File: src/rtl/core_mem_arbiter_pkg.sv
// Shared definitions for the core memory arbiter: default sizes,
// ld/st enable encodings and small helpers.
package core_mem_arbiter_pkg;

  localparam int NUM_CORES_DEF     = 4;
  localparam int REG_WIDTH_DEF     = 8;
  localparam int CORE_ID_WIDTH_DEF = 2;
  localparam int ADDR_WIDTH_DEF    = CORE_ID_WIDTH_DEF + REG_WIDTH_DEF;

  // Per-core enable field; EN_BAD (both bits set) is never a request.
  typedef enum logic [1:0] {
    EN_NONE = 2'b00,
    EN_LD   = 2'b01,
    EN_ST   = 2'b10,
    EN_BAD  = 2'b11
  } enable_e;

  // True only for a genuine ld or st encoding.
  function automatic logic is_access(input logic [1:0] en);
    return (en == EN_LD) || (en == EN_ST);
  endfunction

  // Width of a core index, at least one bit even for a single core.
  function automatic int idx_width(input int n);
    return (n > 1) ? $clog2(n) : 1;
  endfunction

endpackage

File: src/rtl/core_mem_arbiter_if.sv
// Bundle of the per-core request/response buses and the SRAM port.
// The arbiter sits on the slave side; cores plus SRAM sit on the master side.
interface core_mem_arbiter_if
  import core_mem_arbiter_pkg::*;
#(
  parameter int NUM_CORES     = NUM_CORES_DEF,
  parameter int REG_WIDTH     = REG_WIDTH_DEF,
  parameter int CORE_ID_WIDTH = CORE_ID_WIDTH_DEF,
  parameter int ADDR_WIDTH    = CORE_ID_WIDTH + REG_WIDTH
) ();

  logic [2*NUM_CORES-1:0]          enable_M;
  logic [ADDR_WIDTH*NUM_CORES-1:0] addr_M;
  logic [REG_WIDTH*NUM_CORES-1:0]  wr_data_M;
  logic [NUM_CORES-1:0]            ready_M;
  logic [REG_WIDTH*NUM_CORES-1:0]  rd_data_M;

  logic [ADDR_WIDTH-1:0]           mem_addr;
  logic                            mem_we;
  logic                            mem_re;
  logic [REG_WIDTH-1:0]            mem_wr_data;
  logic [REG_WIDTH-1:0]            mem_rd_data;

  modport slave (
    input  enable_M, addr_M, wr_data_M, mem_rd_data,
    output ready_M, rd_data_M, mem_addr, mem_we, mem_re, mem_wr_data
  );

  modport master (
    output enable_M, addr_M, wr_data_M, mem_rd_data,
    input  ready_M, rd_data_M, mem_addr, mem_we, mem_re, mem_wr_data
  );

endinterface

File: src/rtl/core_mem_arbiter_rr_picker.sv
// Combinational round-robin picker: searches from rr_ptr+1 upward
// (wrapping) and grants the first requesting core.
module core_mem_arbiter_rr_picker
  import core_mem_arbiter_pkg::*;
#(
  parameter int NUM_CORES = NUM_CORES_DEF,
  localparam int IDX_W    = idx_width(NUM_CORES)
) (
  input  logic [NUM_CORES-1:0] req,
  input  logic [IDX_W-1:0]     rr_ptr,
  output logic                 grant_valid,
  output logic [NUM_CORES-1:0] grant_onehot,
  output logic [IDX_W-1:0]     grant_idx
);

  int               cand;
  logic [IDX_W-1:0] cand_idx;

  // Walk the cores in priority order; the last-granted core is visited last.
  always_comb begin
    grant_valid  = 1'b0;
    grant_onehot = '0;
    grant_idx    = '0;
    cand         = 0;
    cand_idx     = '0;
    for (int k = 1; k <= NUM_CORES; k++) begin
      cand     = (int'(rr_ptr) + k) % NUM_CORES;
      cand_idx = IDX_W'(cand);
      if (!grant_valid && req[cand_idx]) begin
        grant_valid            = 1'b1;
        grant_idx              = cand_idx;
        grant_onehot[cand_idx] = 1'b1;
      end
    end
  end

endmodule

File: src/rtl/core_mem_arbiter.sv
// Shared data-memory front end: one round-robin grant per cycle onto a
// single-port SRAM with one-cycle read latency, ack returned the next cycle.
module core_mem_arbiter
  import core_mem_arbiter_pkg::*;
#(
  parameter int NUM_CORES     = NUM_CORES_DEF,
  parameter int REG_WIDTH     = REG_WIDTH_DEF,
  parameter int CORE_ID_WIDTH = CORE_ID_WIDTH_DEF,
  parameter int ADDR_WIDTH    = CORE_ID_WIDTH + REG_WIDTH
) (
  input  logic               clk,
  input  logic               reset,
  core_mem_arbiter_if.slave  bus
);

  localparam int IDX_W = idx_width(NUM_CORES);

  logic [NUM_CORES-1:0] req;
  logic [NUM_CORES-1:0] grant_onehot;
  logic                 grant_valid;
  logic                 grant_fire;
  logic [IDX_W-1:0]     grant_idx;
  logic [1:0]           grant_en;

  logic [IDX_W-1:0]     rr_ptr;
  logic                 resp_valid;
  logic [IDX_W-1:0]     resp_idx;
  logic                 resp_is_ld;

  // A core being answered this cycle still shows its old request, so mask it.
  always_comb begin
    req = '0;
    for (int i = 0; i < NUM_CORES; i++) begin
      req[i] = is_access(bus.enable_M[2*i +: 2]) &
               ~(resp_valid && (resp_idx == IDX_W'(i)));
    end
  end

  core_mem_arbiter_rr_picker #(
    .NUM_CORES (NUM_CORES)
  ) u_picker (
    .req          (req),
    .rr_ptr       (rr_ptr),
    .grant_valid  (grant_valid),
    .grant_onehot (grant_onehot),
    .grant_idx    (grant_idx)
  );

  assign grant_fire = grant_valid & ~reset;

  // Steer the granted core's request onto the SRAM port; idle drives zeros.
  always_comb begin
    bus.mem_addr    = '0;
    bus.mem_wr_data = '0;
    grant_en        = EN_NONE;
    for (int i = 0; i < NUM_CORES; i++) begin
      if (grant_fire && grant_onehot[i]) begin
        bus.mem_addr    = bus.addr_M[i*ADDR_WIDTH +: ADDR_WIDTH];
        bus.mem_wr_data = bus.wr_data_M[i*REG_WIDTH +: REG_WIDTH];
        grant_en        = bus.enable_M[2*i +: 2];
      end
    end
    bus.mem_we = (grant_en == EN_ST);
    bus.mem_re = (grant_en == EN_LD);
  end

  // Remember who was granted so the ack and read data go back next cycle.
  always_ff @(posedge clk) begin
    if (reset) begin
      rr_ptr     <= IDX_W'(NUM_CORES - 1);
      resp_valid <= 1'b0;
      resp_idx   <= '0;
      resp_is_ld <= 1'b0;
    end else if (grant_valid) begin
      rr_ptr     <= grant_idx;
      resp_valid <= 1'b1;
      resp_idx   <= grant_idx;
      resp_is_ld <= bus.mem_re;
    end else begin
      resp_valid <= 1'b0;
    end
  end

  // Pulse ready on the answered lane; only loads carry SRAM data back.
  always_comb begin
    bus.ready_M   = '0;
    bus.rd_data_M = '0;
    for (int i = 0; i < NUM_CORES; i++) begin
      if (resp_valid && !reset && (resp_idx == IDX_W'(i))) begin
        bus.ready_M[i] = 1'b1;
        if (resp_is_ld) begin
          bus.rd_data_M[i*REG_WIDTH +: REG_WIDTH] = bus.mem_rd_data;
        end
      end
    end
  end

endmodule

File: src/flat_wrapper.sv
// flat-port wrapper written by rule: the top's interface ports become plain ports
module core_mem_arbiter_flat import core_mem_arbiter_pkg::*;
#(
  parameter int NUM_CORES     = NUM_CORES_DEF,
  parameter int REG_WIDTH     = REG_WIDTH_DEF,
  parameter int CORE_ID_WIDTH = CORE_ID_WIDTH_DEF,
  parameter int ADDR_WIDTH    = CORE_ID_WIDTH + REG_WIDTH
)
  (clk, reset, bus_enable_M, bus_addr_M, bus_wr_data_M, bus_mem_rd_data, bus_ready_M, bus_rd_data_M, bus_mem_addr, bus_mem_we, bus_mem_re, bus_mem_wr_data);
  core_mem_arbiter_if #(.NUM_CORES(NUM_CORES), .REG_WIDTH(REG_WIDTH), .CORE_ID_WIDTH(CORE_ID_WIDTH), .ADDR_WIDTH(ADDR_WIDTH)) bus_i ();
  input  logic clk;
  input  logic reset;
  input wire logic [$bits(bus_i.enable_M)-1:0] bus_enable_M;
  input wire logic [$bits(bus_i.addr_M)-1:0] bus_addr_M;
  input wire logic [$bits(bus_i.wr_data_M)-1:0] bus_wr_data_M;
  input wire logic [$bits(bus_i.mem_rd_data)-1:0] bus_mem_rd_data;
  output wire logic [$bits(bus_i.ready_M)-1:0] bus_ready_M;
  output wire logic [$bits(bus_i.rd_data_M)-1:0] bus_rd_data_M;
  output wire logic [$bits(bus_i.mem_addr)-1:0] bus_mem_addr;
  output wire logic [$bits(bus_i.mem_we)-1:0] bus_mem_we;
  output wire logic [$bits(bus_i.mem_re)-1:0] bus_mem_re;
  output wire logic [$bits(bus_i.mem_wr_data)-1:0] bus_mem_wr_data;
  assign bus_i.enable_M = bus_enable_M;
  assign bus_i.addr_M = bus_addr_M;
  assign bus_i.wr_data_M = bus_wr_data_M;
  assign bus_i.mem_rd_data = bus_mem_rd_data;
  assign bus_ready_M = bus_i.ready_M;
  assign bus_rd_data_M = bus_i.rd_data_M;
  assign bus_mem_addr = bus_i.mem_addr;
  assign bus_mem_we = bus_i.mem_we;
  assign bus_mem_re = bus_i.mem_re;
  assign bus_mem_wr_data = bus_i.mem_wr_data;
  core_mem_arbiter #(.NUM_CORES(NUM_CORES), .REG_WIDTH(REG_WIDTH), .CORE_ID_WIDTH(CORE_ID_WIDTH), .ADDR_WIDTH(ADDR_WIDTH)) u_core (.clk(clk), .reset(reset), .bus(bus_i));
endmodule
File: config.mk
export PLATFORM = sky130hd
export DESIGN_NAME = core_mem_arbiter_flat
export DESIGN_NICKNAME = d
export VERILOG_FILES = /design/src/rtl/core_mem_arbiter_pkg.sv /design/src/rtl/core_mem_arbiter_if.sv /design/src/rtl/core_mem_arbiter_rr_picker.sv /design/src/rtl/core_mem_arbiter.sv /design/src/flat_wrapper.sv
export SDC_FILE = /design/constraint.sdc
export NUM_CORES = 1
export LEC_CHECK = 0
export ABC_AREA = 0
export CAP_MARGIN = 25
export CELL_PAD_IN_SITES_DETAIL_PLACEMENT = 1
export CELL_PAD_IN_SITES_GLOBAL_PLACEMENT = 2
export CORE_AREA = 5 5 115 117
export DETAILED_ROUTE_END_ITERATION = 10
export DIE_AREA = 0 0 120 122
export PLACE_DENSITY = 0.87
export RECOVER_POWER = 50
export SETUP_SLACK_MARGIN = 0.15
export SKIP_LAST_GASP = 1
export SYNTH_ARGS = -nofsm -noshare
export SYNTH_HDL_FRONTEND = slang
export SYNTH_SLANG_ARGS = --single-unit
File: constraint.sdc
create_clock -name clk -period 7.7 [get_ports clk]
set_input_delay 2.31 -clock clk [delete_from_list [all_inputs] [get_ports clk]]
set_output_delay 2.31 -clock clk [all_outputs]
set_load 0.02 [all_outputs]
* Word level (Yosys, flattened, before mapping)
Cells that the tools add are included.
Operators by class: add/sub/neg operators 4, magnitude comparators 8, equal/unequal tests 13, muxes and demuxes 50, bitwise operators 13, reduce and logical (&&, ||, !) cells 29
Operator list (number):
- two-way mux 8 bit | 9
- two-way mux 10 bit | 4
- logical AND 1 bit | 20
- two-way mux 1 bit | 17
- two-way mux 2 bit | 8
- two-way mux 4 bit | 4
- equality test 2 bit, second input constant | 7
- equality test 2 x 1 -> 1 bit, second input constant | 6
- < comparator 2 x 3 -> 1 bit, second input constant | 4
- bitwise OR 4 bit | 3
- binary-select mux 1 bit (select 2 bit) | 4
- demux 1 bit (select 2 bit) | 4
- >= comparator 2 x 1 -> 1 bit, second input constant | 4
- bitwise AND 1 bit | 5
- NOT 1 bit | 5
- adder 2 x 1 -> 2 bit, second input constant | 2
- adder 2 bit, second input constant | 2
- logical NOT 1 bit | 4
- logical OR 1 bit | 4
- logical NOT 2 bit | 1
Storage, ports and cells: bits in registers 6, input port bits 90, output and inout bits 56, word-level logic and storage cells 121

* Depth between registers and ports, before layout
Gate-level depths: netlist of run 1.
depth in word-level cells 23, gate-level depth with buffers 13, gate-level depth less buffers 10

* By module
From an unflattened synthesis of run 1, not the netlist that was laid out.
Unflattened totals: cells, all modules 267, area, all modules 1859.3 µm²
By module, submodules not included:
- core_mem_arbiter | times used 1, cells an instance 206, area each 1357.6 µm², seq. area each 120.1 µm²
- core_mem_arbiter_rr_picker | times used 1, cells an instance 61, area each 501.7 µm², seq. area each 0.0 µm²

* Worst setup path before layout of run 1
No wires, ideal clock.
kind input -> output, start point input port bus_enable_M[0], end point output port bus_mem_addr[7], data arrival time 4.770 ns, required time 5.390 ns, slack 0.620 ns, stages on the path 12, path buffers 3, cell sequence xnor2_1 or2_1 buf_6 mux4_2 buf_6 and3_4 o22ai_2 o2111a_1 buf_2 a221o_1 o21ai_0 o21ai_0
Between the ends: longest elaborated chain between the ends 21, elaborated cells between the ends (all ways) 38, classes of those cells eq/ne (2); mux (20); bitwise (5); reduce/logical (11)
Ends and longest elaborated chain:
- start, declared | RTL line flat_wrapper.sv:13 | input wire logic [$bits(bus_i.enable_M)-1:0] bus_enable_M;
- equality test 2 x 1 -> 1 bit / equality test 2 bit (equally long branches) | RTL line core_mem_arbiter_pkg.sv:20 | return (en == EN_LD) || (en == EN_ST);
- logical OR 1 bit * | RTL line core_mem_arbiter_pkg.sv:20
- bitwise AND 1 bit * | RTL line core_mem_arbiter.sv:34 | req[i] = is_access(bus.enable_M[2*i +: 2]) &
- binary-select mux 1 bit (select 2 bit) | RTL line core_mem_arbiter_rr_picker.sv:29 | if (!grant_valid && req[cand_idx]) begin
- two-way mux 1 bit (implied by the code) | RTL line core_mem_arbiter_rr_picker.sv:29
- two-way mux 1 bit | RTL line core_mem_arbiter_rr_picker.sv:29
- logical NOT 1 bit | RTL line core_mem_arbiter_rr_picker.sv:29
- logical AND 1 bit | RTL line core_mem_arbiter_rr_picker.sv:29
- (+3 left out)
- two-way mux 1 bit | RTL line core_mem_arbiter_rr_picker.sv:29
- logical NOT 1 bit | RTL line core_mem_arbiter_rr_picker.sv:29
- logical AND 1 bit | RTL line core_mem_arbiter_rr_picker.sv:29
- two-way mux 1 bit | RTL line core_mem_arbiter_rr_picker.sv:29
- bitwise AND 1 bit | RTL line core_mem_arbiter.sv:49 | assign grant_fire = grant_valid & ~reset;
- logical AND 1 bit | RTL line core_mem_arbiter.sv:57 | if (grant_fire && grant_onehot[i]) begin
- two-way mux 10 bit (3 in a row) | RTL line core_mem_arbiter.sv:57
- two-way mux 10 bit * | RTL line core_mem_arbiter.sv:57
- end, declared | RTL line flat_wrapper.sv:19 | output wire logic [$bits(bus_i.mem_addr)-1:0] bus_mem_addr;
Mark *: on every way between the ends. The rest lies on a longest branch, timed or not. The select of a mux whose other input is x is not followed.

* Final worst setup path of run 1
start point input port bus_enable_M[7], end point output port bus_mem_addr[2]
The elaborated chain is that of the path after synthesis.

==> flow_summary.ini, run 1 <==
[place]
dp_hpwl_um = 7710
place_ws_ns = -0.382
dp_cells = 568
port_buffers = 145
gp_congestion = 0.816
postPlaceCellArea_mm2 = 0.00348

[logic_synthesis]
synth_top_family_by_area = compound AO/OA/AOI/OAI gates
netlist_area_mm2 = 0.00165
synth_xor_area_share_pct = 2.65
synth.mux.area_fraction_pct = 4.08
avgSynthCellArea_um2 = 6.39
yosys.area_share.adder_pct = 6.05
yosys_register_bits = 6
yosys.area_share.simple_pct = 33.1
yosysWarnings = 0
synth-compound-area-share_pct = 37.1
postSynthNetCount = 357
synth_cell_types = 51
synth-main-ff-cell = dfxtp_1
async_reset_ff_share_pct = 0
synth_edf_count = 0
ys_seq_area_share_pct = 7.26
syn_inst = 259

[sta]
worst_slew_pin_slew_ns = 0.743
clock_skew_ns = 0.00122
fin_crit_ns = 7.43
post-route-period-util_pct = 96.4
setup_viol = 0
relSlewSlack_pct = 50.4
slew_violations = 0
clock.fmax_mhz = 135
finalHoldViolCount = 0
rsz0062_at_grt = no
setup_ws_ns = 0.275

[grt]
grt_pass1_wl_um = 14200
antenna_found_initial = 0
grt.total_usage_pct = 11.8
grt_pass1_vias = 2802
grt-ovfl-total = 0
grt_max_degree = 19

[critical_path]
r2r_setup_slack_ns = 3.83
cp_data_required_time_ns = 5.39
startpoint_type = input pin
r2r_end = u_core.resp_is_ld$_SDFFE_PP0N_
cp-startpoint = bus_enable_M[7]
crit_path_end_kind = primary output
crit_path_max_fanout = 8
path_cells = dlygate4sd2_1 -> xor2_1 -> nand2_2 -> mux4_2 -> and3_4 -> o22ai_4 -> o2111a_2 -> buf_12 -> buf_4 -> a221oi_2 -> o31ai_1 -> buf_2
worstPathArrival_ns = 5.12
ff2ff_path_depth = 11
regToRegStartpoint = u_core.rr_ptr[0]$_SDFFE_PP1N_
path_buf_inv = 4
slowest_stage = mux4_2
cp_top_family = compound AO/OA/AOI/OAI gates
path_class = in -> out
slowest_delay_ns = 0.58

[finish]
final_area_mm2 = 0.00363
syn_to_final_growth_pct = 120
fin_cells = 575
nets = 525
drive_gt1_share_pct = 19.5
diodes = 0

[die]
dieHeight_um = 122
core.rowCount = 41
core_area_mm2 = 0.0123
die_w_um = 120
die-area_mm2 = 0.0146
initial_utilization_pct = 13.5
ioPinCount = 146

[route]
wire_per_inst_um = 16.4
drc = 0
drtPass1Iterations = 4
drtIter0Drc = 127
via_count = 2660
drt-total-wl_um = 9410
drt.antenna.violating_nets = 0
vias_per_cell = 4.63

[power_and_ir_drop]
power_density_mw_per_mm2 = 389
ir_drop_uv = 228
leakagePower_nw = 1.47

[worst_hold_path]
worstHoldStart = u_core.resp_idx[0]$_SDFFE_PP0N_
hold_path_depth = 2
worstHoldPathType = reg -> reg
hold_path_end = u_core.resp_idx[0]$_SDFFE_PP0N_

[clocking]
cts_root_buf = clkbuf_16
htree_levels = 1
clockBufferDepth = 2
insertion_delay_ns = 0.23
numClockSinks = 6
cts_tree = built
path_clk_slew_ns = 0.03
holdBufCountCts = 0
numCtsBuffers = 3

[run_status]
status = complete, no violations

[run]
maxCapViolations = 0
metal layers:
layer  routed length (um)  vias to the layer above  GRT usage [%]
met2                 4700                      125           22.2
li1                     -                     1285              -
met5                    0                        -              0
met4                   19                        0           1.07
met1                 3850                     1248           13.3
met3                  832                        2           3.90
kinds of logic (layout without fill, tap and decap cells):
logic type	after synthesis	count (layout)
multiplexers	3	4
flip-flops	6	6
AO/OA/AOI/OAI	86	86
buffers and inverters	32	197
XOR/XNOR	5	5
AND/OR/NAND/NOR	119	119
adder cells (fa/ha/maj)	8	8
power breakdown:
group	total (W)	switching, W	internal [W]
clock network	0.0000836	0.0000170	0.0000666
logic	0.00124	0.000686	0.000556
registers	0.0000876	0.0000428	0.0000448
total	0.00141	0.000746	0.000667
timing repair:
| action | 4_1_cts | 5_1_grt |
|---|---|---|
| gates resized for setup | 93 | 47 |
| cloned | 0 | 2 |
| endpoints found under the setup margin | 20 | 20 |
| setup buffers | 0 | 2 |
| pin swaps | 1 | 6 |
placed cells by master, fill, tap and decap left out, drive strengths merged, types with 3 or more instances in the layout:
cell type / synthesis / final
clkbuf: 7 / 5
xor2: 3 / 3
a221o: 14 / 14
nor2: 43 / 43
dfxtp: 6 / 6
buf: 14 / 56
ha: 8 / 8
dlymetal6s2s: 0 / 7
nand3: 8 / 8
and2: 5 / 5
nand2b: 4 / 4
a21oi: 5 / 5
o21ai: 33 / 33
mux4: 3 / 4
nand3b: 5 / 5
a221oi: 5 / 5
o31ai: 5 / 5
inv: 11 / 11
nand2: 40 / 40
o22ai: 5 / 5
clkdlybuf4s50: 0 / 117
stage by stage:
step	util, %	TNS, ns	total power (W)	hold slack (ns)
after detailed placement	28.4	-6.67	0.00135	0.587
after CTS	29.1	0	0.00137	0.594
after global routing	29.6	0	0.00153	0.635
after global placement	28.4	-3.96	0.00132	0.556
final	29.6	0	0.00141	0.592
after floorplan	-	0	0.000780	0.564
how the worst max path moves through the flow:
stage                 endpoint  slack [ns]  cells after the start
2_1_floorplan  bus_mem_addr[7]        0.62                     12
3_3_place_gp        bus_mem_we       -0.27                     12
3_5_place_dp   bus_mem_addr[9]       -0.38                     12
4_1_cts             bus_mem_we        0.08                     12
5_1_grt        bus_mem_addr[6]        0.13                     13
6_report       bus_mem_addr[2]        0.27                     12
state kept, by name, indices dropped and copies added (netlist names):
register and count:
u_core.resp_idx 2, u_core.resp_is_ld 1, u_core.resp_valid 1, u_core.rr_ptr 2
cell type report:
type                       count  area (um2)
clock buffer                   3        75.1
fill                        1505        8630
inverter                      11        41.3
multi-input combinational    222        1490
sequential                     6         120
tap                          150         188
timing repair buffer         183        1720
cells in the mapped netlist (5+ instances only):
library cell	instances	area [um2]
nor2_1	43	161
nand2_1	40	150
o21ai_0	32	160
a221o_1	14	140
inv_1	11	41.3
buf_2	8	40.0
ha_1	8	100
nand3_1	8	40.0
clkbuf_1	7	26.3
dfxtp_1	6	120
a21oi_1	5	25.0
a221oi_1	5	43.8
and2_1	5	31.3
nand3b_1	5	37.5
o31ai_1	5	37.5
worst reg2reg max path, delay by kind of cell (launching register included):
| kind | cells | cell delay [ns] |
|---|---|---|
| AOI/OAI and AO/OA | 4 | 0.67 |
| adders and majority gates | 1 | 0.54 |
| buffers and inverters | 3 | 0.65 |
| DFF | 1 | 0.79 |
| muxes | 1 | 0.60 |
| and+or+nand+nor | 2 | 0.48 |
No activity file was read; power rests on OpenSTA's default activity.
==> run 2: changes to the inputs <==
Settings changed: ABC_AREA 0 to unset, CTS_BUF_LIST set to sky130_fd_sc_hd__clkbuf_16.
==> results of run 2 <==
Final layout, timing and power as in run 1 (identical DEF).
==> run 3: changes to the inputs <==
Settings changed: CORE_AREA 5 5 115 117 to 5 5 110 123, DIE_AREA 0 0 120 122 to 0 0 115 128, SLEW_MARGIN set to 20.
==> run 3 against run 2 <==
  * Sequential share of layout area about the same
  * First-iteration DRC count decreased by 32%
  * Clock skew about the same
  * Combinational power about the same
  * Register-to-register slack improved by 0.35 ns
  * Utilization increased by 0.19 points
  * Global-route usage increased by 0.52 points
  * Flip-flop and latch count unchanged
  * Via count increased by 1.3%
  * Wire length increased by 2.9%
  * Count of clock-buffer cells in the layout unchanged
  * Critical path type unchanged
  * Largest cell class unchanged
  * Highest routed layer unchanged
==> flow_summary.ini, run 3 (same netlist as run 1, synthesis figures left out) <==
[finish]
drive_gt1_share_pct = 21.2
final_common_cell = clkdlybuf4s50_1
syn_to_final_growth_pct = 121
layout_top_registers = u_core.resp_idx x2, u_core.rr_ptr x2
fin_util_pct = 29.8
diodes = 0
nets = 529
final_area_mm2 = 0.00366
final_cell_mix = 92 x clkdlybuf4s50_1, 42 x nor2_1, 38 x nand2_1, 38 x buf_4, 26 x o21ai_0

[critical_path]
cp_data_required_time_ns = 5.39
crit_path_max_fanout = 8
cpMostUsedCell = buf_4
path_buf_inv = 3
cp_top_family = compound AO/OA/AOI/OAI gates
crit_path_end_kind = primary output
r2r_setup_slack_ns = 4.18
path_class = in -> out
startpoint_type = input pin
regToRegStartpoint = u_core.rr_ptr[0]$_SDFFE_PP1N_
slowest_delay_ns = 0.57
r2r_end = u_core.resp_is_ld$_SDFFE_PP0N_
worstPathArrival_ns = 5.13
path_cells = dlygate4sd2_1 -> xor2_1 -> nand2_2 -> mux4_2 -> buf_4 -> nand2b_1 -> a31oi_1 -> a21o_1 -> a211o_1 -> o22ai_2 -> a32o_2 -> buf_4
slowest_stage = mux4_2
ff2ff_path_depth = 11

[route]
drtIter0Drc = 86
wl_met2_um = 4930
drtPass1Iterations = 4
highest_layer = met4
wl_met3_um = 817
drc = 0
wire_per_inst_um = 16.5
via_count = 2695
drt-total-wl_um = 9680
wl_met1_um = 3780
vias_per_cell = 4.60
drt.antenna.violating_nets = 0

[die]
core.rowCount = 43
die-area_mm2 = 0.0147
die_w_um = 115
core_area_mm2 = 0.0123
dieHeight_um = 128
initial_utilization_pct = 13.5
ioPinCount = 146

[place]
postPlaceCellArea_mm2 = 0.00348
port_buffers = 145
gp_congestion = 0.810
dp_hpwl_um = 7910
place_ws_ns = -0.542

[sta]
post-route-period-util_pct = 96.6
rsz0062_at_grt = no
slew_violations = 0
clock.fmax_mhz = 134
fin_crit_ns = 7.44
setup_viol = 0
relSlewSlack_pct = 56.6
worst_slew_pin_slew_ns = 0.650
finalHoldViolCount = 0
setup_ws_ns = 0.264
tns_ns = 0
clock_skew_ns = 0.00169

[worst_hold_path]
hold_path_end = u_core.resp_idx[0]$_SDFFE_PP0N_
worstHoldStart = u_core.resp_idx[0]$_SDFFE_PP0N_
hold_path_depth = 2
worstHoldPathType = reg -> reg

[grt]
antenna_found_initial = 0
grt_max_degree = 23
grt-ovfl-total = 0
grt.total_usage_pct = 12.3
grt_pass1_vias = 2868
grt_pass1_wl_um = 14700

[power_and_ir_drop]
ir_drop_uv = 153
leakagePower_nw = 1.56
power_density_mw_per_mm2 = 384

[run_status]
status = complete, no violations

[clocking]
htree_levels = 1
numClockSinks = 6
insertion_delay_ns = 0.23
cts_tree = built
holdBufCountCts = 0
path_clk_slew_ns = 0.03
numCtsBuffers = 3
clockBufferDepth = 2
cts_root_buf = clkbuf_16

[run]
maxCapViolations = 0
[run 3: worst max-delay path by stage]
| stage | from | endpoint | slack [ns] | cells after the start |
|---|---|---|---|---|
| 6_report | bus_enable_M[3] | bus_mem_we | 0.26 | 12 |
| 5_1_grt | bus_enable_M[3] | bus_mem_re | 0.1 | 13 |
| 4_1_cts | bus_enable_M[1] | bus_mem_we | 0.1 | 12 |
| 3_5_place_dp | bus_enable_M[6] | bus_mem_addr[0] | -0.54 | 14 |
| 3_3_place_gp | bus_enable_M[7] | bus_mem_re | -0.41 | 13 |
| 2_1_floorplan | bus_enable_M[0] | bus_mem_addr[7] | 0.62 | 12 |
[run 3: per-stage QoR]
stage,hold slack (ns),cells,total power [W]
after floorplan,0.564,259,0.000780
after global placement,0.552,575,0.00130
after detailed placement,0.576,575,0.00133
after CTS,0.593,580,0.00137
after global routing,0.637,586,0.00152
final,0.597,586,0.00140
[run 3: layout make-up]
class                   count  area [um2]
fillers                  1536        8610
repair buffers            188        1730
multi-input cells         221        1490
well taps                 157         196
flip-flops and latches      6         120
clock buffers               3        75.1
inverters                  11        41.3
[run 3: layer usage]
metal | vias to the layer above | GRT usage, %
met4 | 0 | 3.25
met2 | 119 | 23.3
met5 | - | 0
met1 | 1276 | 13.6
met3 | 10 | 2.64
li1 | 1290 | -
[run 3: report_power, final]
group / switching (W) / leakage (nW) / internal (W)
clock: 0.0000189 / 0.0370 / 0.0000668
sequential: 0.0000411 / 0.0501 / 0.0000448
combinational: 0.000689 / 1.47 / 0.000543
total: 0.000749 / 1.56 / 0.000654
[run 3: worst register-to-register path: cells and delay by family, from the launching register on]
family,cells,cell delay (ns)
DFF,1,0.72
buffers and inverters,3,0.68
adders and majority gates,1,0.46
and+or+nand+nor,2,0.39
muxes,1,0.58
AOI/OAI and AO/OA,4,0.57
[run 3: what timing repair did]
item	4_1_cts	5_1_grt
setup endpoints to repair	20	20
buffers inserted	2	5
cloned	0	1
pin swaps	5	10
gates resized for setup	117	29
